**src/rtl/sr_pkg.sv**
```systemverilog
// Shared types and constants for the button-to-SR-latch driver.
// Holds the per-channel debounce state encoding and synchronizer depth.
package sr_pkg;

  typedef enum logic [1:0] {
    IDLE,
    PRESS_CHK,
    HELD,
    REL_CHK
  } db_state_t;

  localparam int SYNC_STAGES = 2;

endpackage

```
**src/rtl/sr_debounce.sv**
```systemverilog
// One button channel: 2-flop synchronizer, debounce FSM and counter.
// Emits a single registered press event per accepted press.
module sr_debounce
  import sr_pkg::*;
#(
  parameter int DEBOUNCE_CYCLES = 16
) (
  input  logic clk,
  input  logic rst_n,
  input  logic i_btn,
  output logic o_press
);

  localparam int CW = $clog2(DEBOUNCE_CYCLES + 1);
  localparam logic [CW-1:0] CMAX = CW'(DEBOUNCE_CYCLES);

  logic [SYNC_STAGES-1:0] r_sync;
  logic [CW-1:0]          r_cnt;
  db_state_t              r_state;
  logic                   r_press;
  logic                   w_btn;

  assign w_btn   = r_sync[SYNC_STAGES-1];
  assign o_press = r_press;

  always_ff @(posedge clk or negedge rst_n) begin
    if (!rst_n) begin
      r_sync <= '0;
    end else begin
      r_sync <= {r_sync[SYNC_STAGES-2:0], i_btn};
    end
  end

  always_ff @(posedge clk or negedge rst_n) begin
    if (!rst_n) begin
      r_state <= IDLE;
      r_cnt   <= '0;
      r_press <= 1'b0;
    end else begin
      r_press <= 1'b0;
      unique case (r_state)
        IDLE: begin
          if (w_btn) begin
            r_state <= PRESS_CHK;
            r_cnt   <= CW'(1);
          end
        end
        PRESS_CHK: begin
          if (r_cnt == CMAX) begin
            r_press <= 1'b1;
            r_state <= HELD;
            r_cnt   <= '0;
          end else if (!w_btn) begin
            r_state <= IDLE;
            r_cnt   <= '0;
          end else begin
            r_cnt <= r_cnt + CW'(1);
          end
        end
        HELD: begin
          if (!w_btn) begin
            r_state <= REL_CHK;
            r_cnt   <= CW'(1);
          end
        end
        REL_CHK: begin
          if (r_cnt == CMAX) begin
            r_state <= IDLE;
            r_cnt   <= '0;
          end else if (w_btn) begin
            r_state <= HELD;
            r_cnt   <= '0;
          end else begin
            r_cnt <= r_cnt + CW'(1);
          end
        end
      endcase
    end
  end

endmodule

```
**src/rtl/button_sr_driver.sv**
```systemverilog
// Debounced set/reset buttons driving SR-latch pulses with arbitration.
// Define SR_DRIVER_MIRROR_EN to add the q_mirror latch-state output.
module button_sr_driver
  import sr_pkg::*;
#(
  parameter int DEBOUNCE_CYCLES = 16,
  parameter int PULSE_LEN       = 1
) (
  input  logic clk,
  input  logic rst_n,
  input  logic btn_set,
  input  logic btn_reset,
  output logic s,
  output logic r,
  output logic conflict
`ifdef SR_DRIVER_MIRROR_EN
  ,
  output logic q_mirror
`endif
);

  localparam logic [7:0] PL = 8'(PULSE_LEN - 1);

  logic       w_ps;
  logic       w_pr;
  logic       r_s;
  logic       r_r;
  logic       r_conflict;
  logic [7:0] r_cnt;

  sr_debounce #(.DEBOUNCE_CYCLES(DEBOUNCE_CYCLES)) u_db_set (
    .clk    (clk),
    .rst_n  (rst_n),
    .i_btn  (btn_set),
    .o_press(w_ps)
  );

  sr_debounce #(.DEBOUNCE_CYCLES(DEBOUNCE_CYCLES)) u_db_rst (
    .clk    (clk),
    .rst_n  (rst_n),
    .i_btn  (btn_reset),
    .o_press(w_pr)
  );

  assign s        = r_s;
  assign r        = r_r;
  assign conflict = r_conflict;

  // A press on one channel is dropped while the other's pulse is live.
  always_ff @(posedge clk or negedge rst_n) begin
    if (!rst_n) begin
      r_s        <= 1'b0;
      r_r        <= 1'b0;
      r_conflict <= 1'b0;
      r_cnt      <= '0;
    end else begin
      r_conflict <= 1'b0;
      if (r_cnt != '0) begin
        r_cnt <= r_cnt - 8'd1;
      end else begin
        r_s <= 1'b0;
        r_r <= 1'b0;
      end
      if (w_ps && w_pr) begin
        r_conflict <= 1'b1;
      end else if (w_ps) begin
        if (r_r) begin
          r_conflict <= 1'b1;
        end else begin
          r_s   <= 1'b1;
          r_cnt <= PL;
        end
      end else if (w_pr) begin
        if (r_s) begin
          r_conflict <= 1'b1;
        end else begin
          r_r   <= 1'b1;
          r_cnt <= PL;
        end
      end
    end
  end

`ifdef SR_DRIVER_MIRROR_EN
  logic r_q;

  assign q_mirror = r_q;

  always_ff @(posedge clk or negedge rst_n) begin
    if (!rst_n) begin
      r_q <= 1'b0;
    end else if (w_ps && !w_pr && !r_r) begin
      r_q <= 1'b1;
    end else if (w_pr && !w_ps && !r_s) begin
      r_q <= 1'b0;
    end
  end
`endif

endmodule

```
**config.mk**
```make
export PLATFORM = sky130hd
export DESIGN_NAME = button_sr_driver
export DESIGN_NICKNAME = d
export VERILOG_FILES = /design/src/rtl/sr_pkg.sv /design/src/rtl/sr_debounce.sv /design/src/rtl/button_sr_driver.sv
export SDC_FILE = /design/constraint.sdc
export NUM_CORES = 1
export LEC_CHECK = 0
export BUFFER_PORTS_ARGS = -buffer_cell sky130_fd_sc_hd__buf_4
export CELL_PAD_IN_SITES_DETAIL_PLACEMENT = 1
export CELL_PAD_IN_SITES_GLOBAL_PLACEMENT = 2
export CORE_MARGIN = 2
export CORE_UTILIZATION = 42
export CTS_BUF_LIST = sky130_fd_sc_hd__clkbuf_2
export CTS_CLUSTER_DIAMETER = 30
export DETAILED_ROUTE_END_ITERATION = 10
export GPL_TIMING_DRIVEN = 0
export MAX_ROUTING_LAYER = met4
export PLACE_DENSITY_LB_ADDON = 0.1
export REMOVE_ABC_BUFFERS = 1
export SETUP_SLACK_MARGIN = 0.3
export SKIP_CTS_REPAIR_TIMING = 1
export SYNTH_ARGS = -nofsm -noshare
export SYNTH_HDL_FRONTEND = slang
export SYNTH_HIERARCHICAL = 1
export SYNTH_SLANG_ARGS = --single-unit
```
**constraint.sdc**
```tcl
create_clock -name clk -period 2.5 [get_ports clk]
set_clock_uncertainty 0.1 [all_clocks]
set_input_delay 0.125 -clock clk [delete_from_list [all_inputs] [get_ports clk]]
set_output_delay 0.125 -clock clk [all_outputs]
set_load 0.02 [all_outputs]
```
==> run metrics <==
run status completed; first-pass GRT wire length 5126 um; relative slew slack 65.25%; maximum VDD drop 0.3801 mV; clock-pin transition on the worst setup and hold timing paths 0.17 ns; sequential cell area fraction in the yosys report 52.28%; Routed wire per std cell 15.06 um; final RePlAce weighted congestion 0.7180; worst setup slack for register-to-register paths 0.51 ns; cell-by-cell listing of the critical path or4_1 > or3_4 > a211oi_1; input/output buffers 6; power share of the clock group 36.0%; Synth cell types 33; TritonCTS clock tree done; internal power 0.0007128 W; number of fill cells in the layout 391; number of hold violations in the final report 0; CP max-delay cell sky130_fd_sc_hd__or4_1; antenna diode instance count 0; pins over their slew limit 0; power share of the combinational group 7.2%; worst reg2reg path startpoint r_cnt[4]; R2R depth 3; number of detailed-routing iterations run before antenna repair 3; post-detailed-route via-to-cell ratio 5.461; synthesized flop and latch total 31; clk buf depth 2; Post-Place Cell Area 1582 um^2; endpoint arrival time on the critical path 2.17 ns; Tightest Pin Transition 0.5172 ns; final cell area excluding filler cells 1675 um^2; type of element capturing the critical path register; max-cap viol count 0; global router's overall resource usage 17.38%; Core Footprint 3363 um^2; number of nets in the layout 156; Yosys warnings 6; highest attainable clock frequency 501.3 MHz; most common flop cell mapped by yosys sky130_fd_sc_hd__dfrtp_1; Setup TNS Final 0 ns; initial standard-cell utilization of the core 44.12%; part of the total power dissipated in sequential elements 56.8%; root cell of the clock tree sky130_fd_sc_hd__clkbuf_2; post-layout min period 1.995 ns; clock sink count 31; vias post-DR 1054; total congestion overflow 0; Pleak 0.8136 nW; Routed WL 2906 um; total power divided by cell area 563.5 nW/um^2; max incr delay on CP 0.69 ns; launching element type of the critical path register; clock latency on the worst-skew pair 0.38 ns; initial antenna violation count 0; H-tree lvl count 2; estimated wirelength of the detail-placed design 2037 um; family with the most delay on the worst path simple AND/OR/NAND/NOR gates; Reg-to-Reg End r_cnt[1]; Psw 0.0002312 W; Core Rows 21; critical path class reg -> reg; async set-reset flop share out of synthesis 100.0%; Chip Width 63.44 um; via count of the first global-routing pass 1126; I/O pin count 7; Worst EP required 2.68 ns; number of DRC markers after the initial detailed-route iteration 65; Worst Path Buf+Inv 0; die height 63.44 um; Routed Antenna Nets 0; # setup viols final 0; switching portion of total power 24.50%; post-synthesis cell area 1484 um^2; total CTS buffers 5; Syn Area/Cell 11.33 um^2; Post-synth EDFFs 0; DIE AREA 4025 um^2; unrepaired setup endpoints after global routing false; share of cells above drive strength 1 13.61%; highest net fanout along the worst path 9; maximum number of pins on one net before global-route repair 32; post-route fraction of the period consumed by the critical path 79.80%; relative area change from synthesis to final layout 12.90%; class of the most critical hold timing path in -> async; DRC 0; Mapped Cells 131
layer usage:
metal | vias up | wire length (um) | GRT usage [%]
li1 | 510 | - | -
met1 | 528 | 1308 | 19.53
met2 | 11 | 1470 | 29.34
met3 | 5 | 69 | 3.393
met4 | 0 | 57 | 8.967
met5 | - | 0 | -
Yosys cell counts, drive strengths merged (5+ instances only):
library cell,n,area (um^2)
nor2,7,26.28
xnor2,6,67.56
nand2,6,22.52
ha,6,75.07
a22o,5,43.79
inv,9,33.78
dfrtp,31,775.7
nor3,6,30.03
a21oi,7,35.03
final cells by class:
cell class	count	area [um^2]	share of cell area [%]
sequential	31	775.7	46.30
multi-input combinational	90	669.4	39.96
timing repair buffer	9	75.07	4.481
tap	46	57.56	3.435
clock inverter	3	38.79	2.315
inverter	9	33.78	2.016
clock buffer	5	25.02	1.494
kinds of logic (layout without fill, tap and decap cells):
group,count (synthesis),in the layout,synth area share [%]
simple gates,46,46,19.81
flops,31,31,52.28
compound gates,28,28,13.32
xor+xnor,10,10,6.913
buf+inv,10,26,2.613
fa+ha+maj,6,6,5.059
worst max path at each step:
stage                  start       end  slack, ns  cells after the start
floorplan           r_cnt[4]  r_cnt[1]       0.68                      3
global placement    r_cnt[4]  r_cnt[1]       0.58                      3
detailed placement  r_cnt[4]  r_cnt[1]       0.52                      3
CTS                 r_cnt[4]  r_cnt[1]       0.50                      3
global route        r_cnt[4]  r_cnt[2]       0.40                      3
finish              r_cnt[4]  r_cnt[1]       0.51                      3
power groups by stage:
stage	sequential (W)	combinational, W	clock (W)
floorplan	0.000541	0.0000406	0
global placement	0.000544	0.0000613	0
detailed placement	0.000545	0.0000666	0
CTS	0.000536	0.0000667	0.000356
global route	0.000539	0.0000782	0.000375
finish	0.000536	0.0000683	0.000340
state kept, by name, indices dropped and copies added, names as in the netlist:
register          flops
s                     1
conflict              1
u_db_set/r_state      2
u_db_rst/r_cnt        5
u_db_rst/r_state      2
u_db_rst/o_press      1
u_db_set/r_sync       2
u_db_rst/r_sync       2
r_cnt                 8
r                     1
u_db_set/o_press      1
u_db_set/r_cnt        5
per-stage QoR:
step           utilization (%)   power, W  setup WS (ns)  std cells  hold WS (ns)
2_1_floorplan                -  0.0005812         0.6799        130       -0.2706
3_3_place_gp             47.02  0.0006049         0.5803        182      -0.02154
3_5_place_dp             47.02  0.0006118         0.5226        182      -0.01807
4_1_cts                  48.92  0.0009593         0.4976        190       -0.4734
5_1_grt                  49.81  0.0009923         0.4005        193        0.1235
6_report                 49.81  0.0009440         0.5051        193        0.1046
cell usage in the layout (no fill, tap or decap), drive strengths merged, types with 3 or more instances in the layout:
cell and instances:
nor4b 4, dfrtp 31, nor2 7, or3 3, xnor2 6, a211oi 3
nor4 4, dlygate4sd3 3, and3 4, ha 6, buf 6, a22o 5
o21ai 3, a21oi 7, nor3 6, xor2 4, nand2 6, clkbuf 5
inv 9, or4 3
Power figures use the tool's default switching activity.
